$ cat config.mk
export PLATFORM = sky130hd
export DESIGN_NAME = default_slave_write_resp
export DESIGN_NICKNAME = d
export VERILOG_FILES = /design/src/rtl/default_slave_write_resp.sv
export SDC_FILE = /design/constraint.sdc
export NUM_CORES = 1
export LEC_CHECK = 0
export ABC_AREA = 0
export CAP_MARGIN = 20
export CORE_AREA = 2 2 88 48
export CTS_BUF_LIST = sky130_fd_sc_hd__clkbuf_8
export DETAILED_ROUTE_END_ITERATION = 10
export DIE_AREA = 0 0 90 50
export DONT_BUFFER_PORTS = 1
export SYNTH_ARGS = -nofsm -noshare
export SYNTH_HDL_FRONTEND = slang
export SYNTH_SLANG_ARGS = --single-unit
$ cat constraint.sdc
create_clock -name ACLK -period 2.4 [get_ports ACLK]
set_clock_uncertainty 0.1 [all_clocks]
set_input_delay 0.24 -clock ACLK [delete_from_list [all_inputs] [get_ports ACLK]]
set_output_delay 0.24 -clock ACLK [all_outputs]
set_load 0.02 [all_outputs]
$ cat src/rtl/default_slave_write_resp.sv
// -----------------------------------------------------------------------------
// default_slave_write_resp
//
// Write-channel responder for addresses that decode to no real slave. It
// accepts one AW at a time, swallows every W beat of that burst without
// looking at the data, and answers with a single B carrying DECERR and the
// ID that arrived on AW. This keeps a master from stalling forever when it
// writes to an unmapped address.
//
// Ports:
//   ACLK, ARESETn             clock, asynchronous active-low reset
//   AWID_S .. AWVALID_S       write address channel in (only ID/LEN/VALID used)
//   AWREADY_S                 address ready, high only while idle
//   WDATA_S, WSTRB_S          write data, discarded
//   WLAST_S, WVALID_S         last-beat marker and data valid
//   WREADY_S                  data ready, high only while a burst is open
//   BID_S, BRESP_S, BVALID_S  write response out (BRESP_S is always DECERR)
//   BREADY_S                  response ready from the master
//
// Every output comes straight from a flop or a constant, so there is no
// combinational path from any input to any output.
// -----------------------------------------------------------------------------
module default_slave_write_resp #(
    parameter int IDW  = 8,
    parameter int LENW = 4,
    parameter int DW   = 32
) (
    input  logic            ACLK,
    input  logic            ARESETn,
    input  logic [IDW-1:0]  AWID_S,
    input  logic [31:0]     AWADDR_S,
    input  logic [LENW-1:0] AWLEN_S,
    input  logic [2:0]      AWSIZE_S,
    input  logic [1:0]      AWBURST_S,
    input  logic            AWVALID_S,
    output logic            AWREADY_S,
    input  logic [DW-1:0]   WDATA_S,
    input  logic [DW/8-1:0] WSTRB_S,
    input  logic            WLAST_S,
    input  logic            WVALID_S,
    output logic            WREADY_S,
    output logic [IDW-1:0]  BID_S,
    output logic [1:0]      BRESP_S,
    output logic            BVALID_S,
    input  logic            BREADY_S
);

    localparam logic [1:0] RESP_DECERR = 2'b11;

    typedef enum logic [1:0] {
        ST_INIT,
        ST_IDLE,
        ST_DATA,
        ST_RESP
    } state_t;

    state_t          state;
    logic [LENW-1:0] beat_cnt;
    logic [LENW-1:0] burst_len;
    logic            aw_ready_q;
    logic            w_ready_q;
    logic            b_valid_q;
    logic [IDW-1:0]  b_id_q;

    // A burst closes on whichever comes first: the counted length or WLAST.
    // Closing on the count means the counter never has to wrap.
    logic last_beat;
    assign last_beat = (beat_cnt == burst_len) || WLAST_S;

    always_ff @(posedge ACLK or negedge ARESETn) begin
        if (!ARESETn) begin
            state      <= ST_INIT;
            aw_ready_q <= 1'b0;
            w_ready_q  <= 1'b0;
            b_valid_q  <= 1'b0;
            b_id_q     <= '0;
            beat_cnt   <= '0;
            burst_len  <= '0;
        end else begin
            // NOTE: all state here uses non-blocking assignments so every
            // register samples the pre-edge values; blocking assignments
            // would let later lines see already-updated state.
            case (state)
                ST_INIT: begin
                    state      <= ST_IDLE;
                    aw_ready_q <= 1'b1;
                end

                ST_IDLE: begin
                    if (AWVALID_S && aw_ready_q) begin
                        state      <= ST_DATA;
                        b_id_q     <= AWID_S;
                        burst_len  <= AWLEN_S;
                        beat_cnt   <= '0;
                        aw_ready_q <= 1'b0;
                        w_ready_q  <= 1'b1;
                    end
                end

                ST_DATA: begin
                    if (WVALID_S && w_ready_q) begin
                        if (last_beat) begin
                            state     <= ST_RESP;
                            w_ready_q <= 1'b0;
                            b_valid_q <= 1'b1;
                        end else begin
                            beat_cnt <= beat_cnt + 1'b1;
                        end
                    end
                end

                ST_RESP: begin
                    // BID/BVALID hold until the master takes the response.
                    if (BREADY_S && b_valid_q) begin
                        state      <= ST_IDLE;
                        b_valid_q  <= 1'b0;
                        aw_ready_q <= 1'b1;
                    end
                end

                default: begin
                    state      <= ST_INIT;
                    aw_ready_q <= 1'b0;
                    w_ready_q  <= 1'b0;
                    b_valid_q  <= 1'b0;
                end
            endcase
        end
    end

    assign AWREADY_S = aw_ready_q;
    assign WREADY_S  = w_ready_q;
    assign BVALID_S  = b_valid_q;
    assign BID_S     = b_id_q;
    assign BRESP_S   = RESP_DECERR;

    // Address qualifiers and write payload are accepted but have no effect.
    logic unused_inputs;
    assign unused_inputs = ^{AWADDR_S, AWSIZE_S, AWBURST_S, WDATA_S, WSTRB_S};

endmodule

==> results.md, run 1 <==
- Hold Path Class: in -> reg
- Gr ovfl total: 0
- DP HPWL: 1650 um
- Int Power: 0.471 mW
- Net Switching: 0.125 mW
- Total of warnings raised by yosys: 0
- Largest net degree at the start of global routing: 22
- # IOs: 104
- Post-Synth XOR/XNOR Area: 3.25%
- Final Setup Violations: 0
- Req. time, crit path: 2.45 ns
- Synth Instances: 88
- Worst Setup Start Kind: flip-flop
- Post-Synth Adder-Cell Area: 5.81%
- PD cells: 494 nW/um^2
- GRT Overall Usage: 10.3%
- Rel. slew slack: 37.6%
- CTS buffer count: 3
- Seq cells post-synth: 21
- Synthesized area: 1080 um^2
- Num rows: 16
- Compound-gate portion of the synthesized area: 12.8%
- Leakage: 0.574 nW
- CTS clk-pin slew, worst paths: 0.08 ns
- Grt met1 use: 12.7%
- WS Path Type: reg -> reg
- Register area: 526 um^2
- Seq pwr share: 59.3%
- Post-route ant nets: 0
- Die X: 90 um
- RSZ-0062 raised after global routing: false
- Starting DRC count in detailed routing: 31
- Clock tree buffer depth: 2
- Critical Path AT: 2.14 ns
- Share of layout cells above drive strength 1: 25.8%
- M2 GR Usage: 17.0%
- DR WL/cell: 14.6 um
- Area occupied by multi-input gates: 513 um^2
- Comb pwr share: 1.9%
- Htree depth: 1
- Library cells used by synthesis: 33
- F_max: 0.477 GHz
- Worst r2r src: state[1]$_DFFE_PN0P_
- Worst Tran Pin Value: 0.933 ns
- Num Clock Sinks: 21
- Final Critical Period: 2.10 ns
- HP Start: AWLEN_S[1]
- Final core utilization: 32.4%
- Async SR Flop Fraction: 100%
- Status: finished clean
- Post-Synth Simple-Gate Area: 8.59%
- Max-cap violations: 0
- Period utilisation layout: 87.3%
- Nets@finish: 190
- Setup bufs post-CTS: 0
- Most frequent cells in the layout: 21 x dfrtp_1, 14 x mux2_2, 5 x ha_1
- Final hold vios: 0
- Port buffer count: 0
- Synth Area per Inst: 12.2 um^2
- Critical Path Source: state[1]$_DFFE_PN0P_
- Register area share after synthesis: 48.8%
- Initial Util: 28.9%
- CTS Root Cell: clkbuf_8
- Final Max Slew Viols: 0
- Top_reg_cell synth: dfrtp_1
- TritonCTS clock tree: done
- Die Ht: 50 um
- Largest family of logic cells by synthesized area: multiplexers
- Fillers: 383
- Mux cell area share after synthesis: 16.5%
- Core area: 3720 um^2
- Most common cell after layout, fill and taps aside: dfrtp_1
- Net Sw Frac: 21.0%
- Global-route wire length before repair: 3570 um
- Clock group share of total power: 38.9%
- First drt pass iteration count: 4
- Initial antenna violation count: 0
- Worst-skew pair later-pin latency: 0.26 ns
- DR vias/cell: 4.71
- Vias: 692
- Vias in the first global route: 711
- Crit Path Max Fanout: 7
- GR peak layer: met2
- Syn-to-layout area delta: 12.1%
- DRC errors left: 0
- Routing usage on met3: 3.82%
- CP endpoint kind: flip-flop
- Ant. Diodes: 0
- Final TNS setup: 0 ns
- Total die area: 4500 um^2
- Routability Congestion: 0.726
- DRT Wirelength: 2140 um
- Post-synth EDFFs: 0
- VDD IR max: 0.000272 V
==> path summary, 6_finish.rpt <==
kind,to,slack [ns],depth (start not counted)
worst max-delay path,beat_cnt[3]$_DFFE_PN0P_,0.30,6
worst min-delay path,burst_len[1]$_DFFE_PN0P_,0.02,1
worst max register to register,beat_cnt[3]$_DFFE_PN0P_,0.30,6
worst min register to register,burst_len[2]$_DFFE_PN0P_,0.44,1
max in group asynchronous,beat_cnt[2]$_DFFE_PN0P_,1.17,1
min in group asynchronous,burst_len[1]$_DFFE_PN0P_,0.46,1
==> state kept, by name, indices dropped and copies added, names as in the netlist <==
name       flops
BID_S          8
beat_cnt       4
burst_len      4
state          2
WREADY_S       1
AWREADY_S      1
BVALID_S       1
==> layout make-up <==
class / count / share of cell area [%]
flip-flops and latches: 21 / 43.5
repair buffers: 5 / 3.32
multi-input cells: 59 / 42.5
well taps: 54 / 5.60
inverters: 4 / 1.24
clock inverters: 1 / 0.415
clock buffers: 3 / 3.42
==> cells by family (layout without fill, tap and decap cells) <==
family          after synthesis  count (layout)
compound gates               17              17
xor+xnor                      4               4
other cells                   1               2
flops                        21              21
fa+ha+maj                     5               5
buf+inv                       9              13
mux                          16              16
simple gates                 15              15
==> power groups by stage <==
stage	clock network, mW	logic, mW	registers [mW]
3_3_place_gp	0	0.00348	0.361
2_1_floorplan	0	0.00598	0.361
5_1_grt	0.257	0.0133	0.353
6_report	0.232	0.0112	0.353
3_5_place_dp	0	0.00358	0.361
4_1_cts	0.240	0.0118	0.353
==> metal layers <==
metal	vias to the layer above	wire length, um
met1	344	997
met3	3	105
met2	19	1020
li1	326	-
met5	-	0
met4	0	20
==> worst max-delay path, cell delays in order, from the launching register on <==
cell and delay, ns:
dfrtp_1 0.41, inv_1 0.11, ha_1 0.27, a21boi_1 0.51, nor4b_1 0.12, and3_1 0.20
a211o_1 0.26
==> synthesized netlist by cell type, types with 2 or more instances <==
| master | instances | area share (%) |
|---|---|---|
| nand3_1 | 2 | 0.93 |
| and3_1 | 3 | 1.7 |
| xnor2_1 | 4 | 3.3 |
| inv_1 | 4 | 1.4 |
| mux2i_1 | 2 | 1.9 |
| o31ai_1 | 3 | 2.1 |
| a21boi_1 | 2 | 1.4 |
| nor4b_1 | 2 | 1.6 |
| nand2_1 | 2 | 0.70 |
| buf_4 | 2 | 1.4 |
| nor3_1 | 2 | 0.93 |
| dfrtp_1 | 21 | 49 |
| ha_1 | 5 | 5.8 |
| a22o_1 | 2 | 1.6 |
| mux2_2 | 14 | 15 |
==> repair_timing <==
item / CTS / global route
hold buffers: 1 / 0
endpoints found under the hold margin: 21 / 0
gates resized for setup: 0 / 0
endpoints found under the setup margin: 0 / 0
==> stage by stage <==
step	power, mW	std cells	worst slack (ns)	hold WS, ns	instance area, um^2
6_report	0.596	147	0.305	0.0199	1210
5_1_grt	0.624	147	0.0963	0.00762	1210
4_1_cts	0.606	147	0.276	0.0125	1210
3_5_place_dp	0.364	142	0.301	-0.155	1150
3_3_place_gp	0.364	142	0.358	-0.155	1150
2_1_floorplan	0.367	89	0.586	-0.156	1080
Note: power is estimated with default switching activity, not from simulation.
==> run 2, diff against run 1 <==
- GPL_TIMING_DRIVEN: default -> 0
==> run 2 against run 1 <==
  * Via count fell by 1.9%
  * Sequential power barely moved
  * Final cell count rose by 0.68%
  * Sequential share of layout area rose by 0.090 points
  * Worst setup slack got worse by 0.065 ns
  * Largest cell class unchanged
  * Clock-buffer cell count did not move
  * Die area did not move
  * Global-route usage rose by 0.70 points
  * Wire length rose by 4.3%
  * Sequential cell count did not move
==> results.md, run 2 (synthesis gave the netlist of run 1 again) <==
- Status: finished clean
- Worst-skew pair later-pin latency: 0.27 ns
- Clock tree buffer depth: 2
- Core area: 3720 um^2
- Initial Util: 28.9%
- Seq pwr share: 58.5%
- Final core utilization: 32.4%
- Die Ht: 50 um
- First drt pass iteration count: 4
- Period utilisation layout: 90.0%
- CTS buffer count: 3
- Largest register FFs: 8
- PD cells: 501 nW/um^2
- Register area: 526 um^2
- Syn-to-layout area delta: 11.8%
- Ant. Diodes: 0
- Most frequent cells in the layout: 21 x dfrtp_1, 14 x mux2_2, 5 x ha_1, 4 x inv_1, 4 x xnor2_1
- Vias in the first global route: 699
- Dpl ws: 0.263 ns
- # IOs: 104
- Req. time, crit path: 2.45 ns
- Net Switching: 0.131 mW
- Clock group share of total power: 39.2%
- Fillers: 394
- Hold Path Class: in -> reg
- Total die area: 4500 um^2
- CTS Root Cell: clkbuf_8
- Global-route wire length before repair: 3780 um
- F_max: 0.463 GHz
- Worst Tran Pin Value: 0.964 ns
- Crit Path Max Fanout: 7
- CP endpoint kind: flip-flop
- Total power: 0.604 mW
- Port buffer count: 0
- VDD IR max: 0.000185 V
- Die X: 90 um
- CTS Hold Bufs: 1
- CTS clk-pin slew, worst paths: 0.08 ns
- Vias: 679
- DP Cell Count: 143
- Critical Path AT: 2.21 ns
- Num rows: 16
- DRC errors left: 0
- Most common cell after layout, fill and taps aside: dfrtp_1
- GRT Overall Usage: 11.0%
- Int Power: 0.473 mW
- WS Path Type: reg -> reg
- Fin cells: 148
- Post-route design area: 1200 um^2
- Final Worst Setup Slack: 0.240 ns
- Leakage: 0.569 nW
- DR vias/cell: 4.59
- Area occupied by multi-input gates: 513 um^2
- Post-route ant nets: 0
- Num Clock Sinks: 21
- Starting DRC count in detailed routing: 65
- Final Critical Period: 2.16 ns
- Max-cap violations: 0
- Final Setup Violations: 0
- RSZ-0062 raised after global routing: false
- Nets@finish: 191
- Final TNS setup: 0 ns
- Worst Setup Start Kind: flip-flop
- Share of layout cells above drive strength 1: 24.5%
- DP HPWL: 1690 um
- Comb pwr share: 2.3%
- Final hold vios: 0
- Rel. slew slack: 35.5%
- Gr ovfl total: 0
- Setup bufs post-CTS: 0
- Htree depth: 1
- CTS resizes: 0
- Net Sw Frac: 21.7%
- Hold_ws: 0.0200 ns
- Routability Congestion: 0.735
- DR WL/cell: 15.1 um
- TritonCTS clock tree: done
- Placed cell area: 1150 um^2
- Final Max Slew Viols: 0
- Largest net degree at the start of global routing: 22
- Initial antenna violation count: 0
- DRT Wirelength: 2230 um
run 2: cell count changes in the layout (fill, tap and decap cells not counted), sizes merged:
cell / delta
clkbuf: +1
run 2: cell type report:
class / instances / share of cell area, %
Timing Repair Buffer: 1 / 0.831
Multi-Input combinational cell: 59 / 42.6
Buffer: 5 / 2.28
Sequential cell: 21 / 43.6
Clock buffer: 3 / 3.43
Inverter: 4 / 1.25
Tap cell: 54 / 5.61
Clock inverter: 1 / 0.415
run 2: final timing paths:
check	cells after the start	slack, ns	endpoint	startpoint
min in group asynchronous	1	0.47	beat_cnt[1]$_DFFE_PN0P_	ARESETn
worst max register to register	6	0.24	beat_cnt[3]$_DFFE_PN0P_	state[1]$_DFFE_PN0P_
worst min-delay path	1	0.02	BID_S[1]$_DFFE_PN0P_	AWID_S[1]
worst min register to register	1	0.43	burst_len[3]$_DFFE_PN0P_	burst_len[3]$_DFFE_PN0P_
max in group asynchronous	1	1.14	beat_cnt[2]$_DFFE_PN0P_	ARESETn
worst max-delay path	6	0.24	beat_cnt[3]$_DFFE_PN0P_	state[1]$_DFFE_PN0P_
run 2: per-layer routing:
metal  vias to the layer above  share of wire [%]  track usage [%]
li1                        330                  -                -
met1                       335                 48             15.7
met2                        11                 47             15.7
met3                         3                4.1             3.82
met4                         0               0.85             3.08
met5                         -                  0                0
run 2: power groups by stage:
stage	Sequential (mW)	Combinational (mW)	Clock [mW]
CTS	0.353	0.0144	0.241
global placement	0.361	0.00599	0
finish	0.353	0.0140	0.237
detailed placement	0.361	0.00603	0
floorplan	0.361	0.00598	0
global route	0.353	0.0163	0.256
run 2: critical path, stage by stage (launching register included):
cell and delay (ns):
dfrtp_1 0.41, inv_1 0.11, ha_1 0.28, a21boi_1 0.54
nor4b_1 0.13, and3_1 0.21, a211o_1 0.26
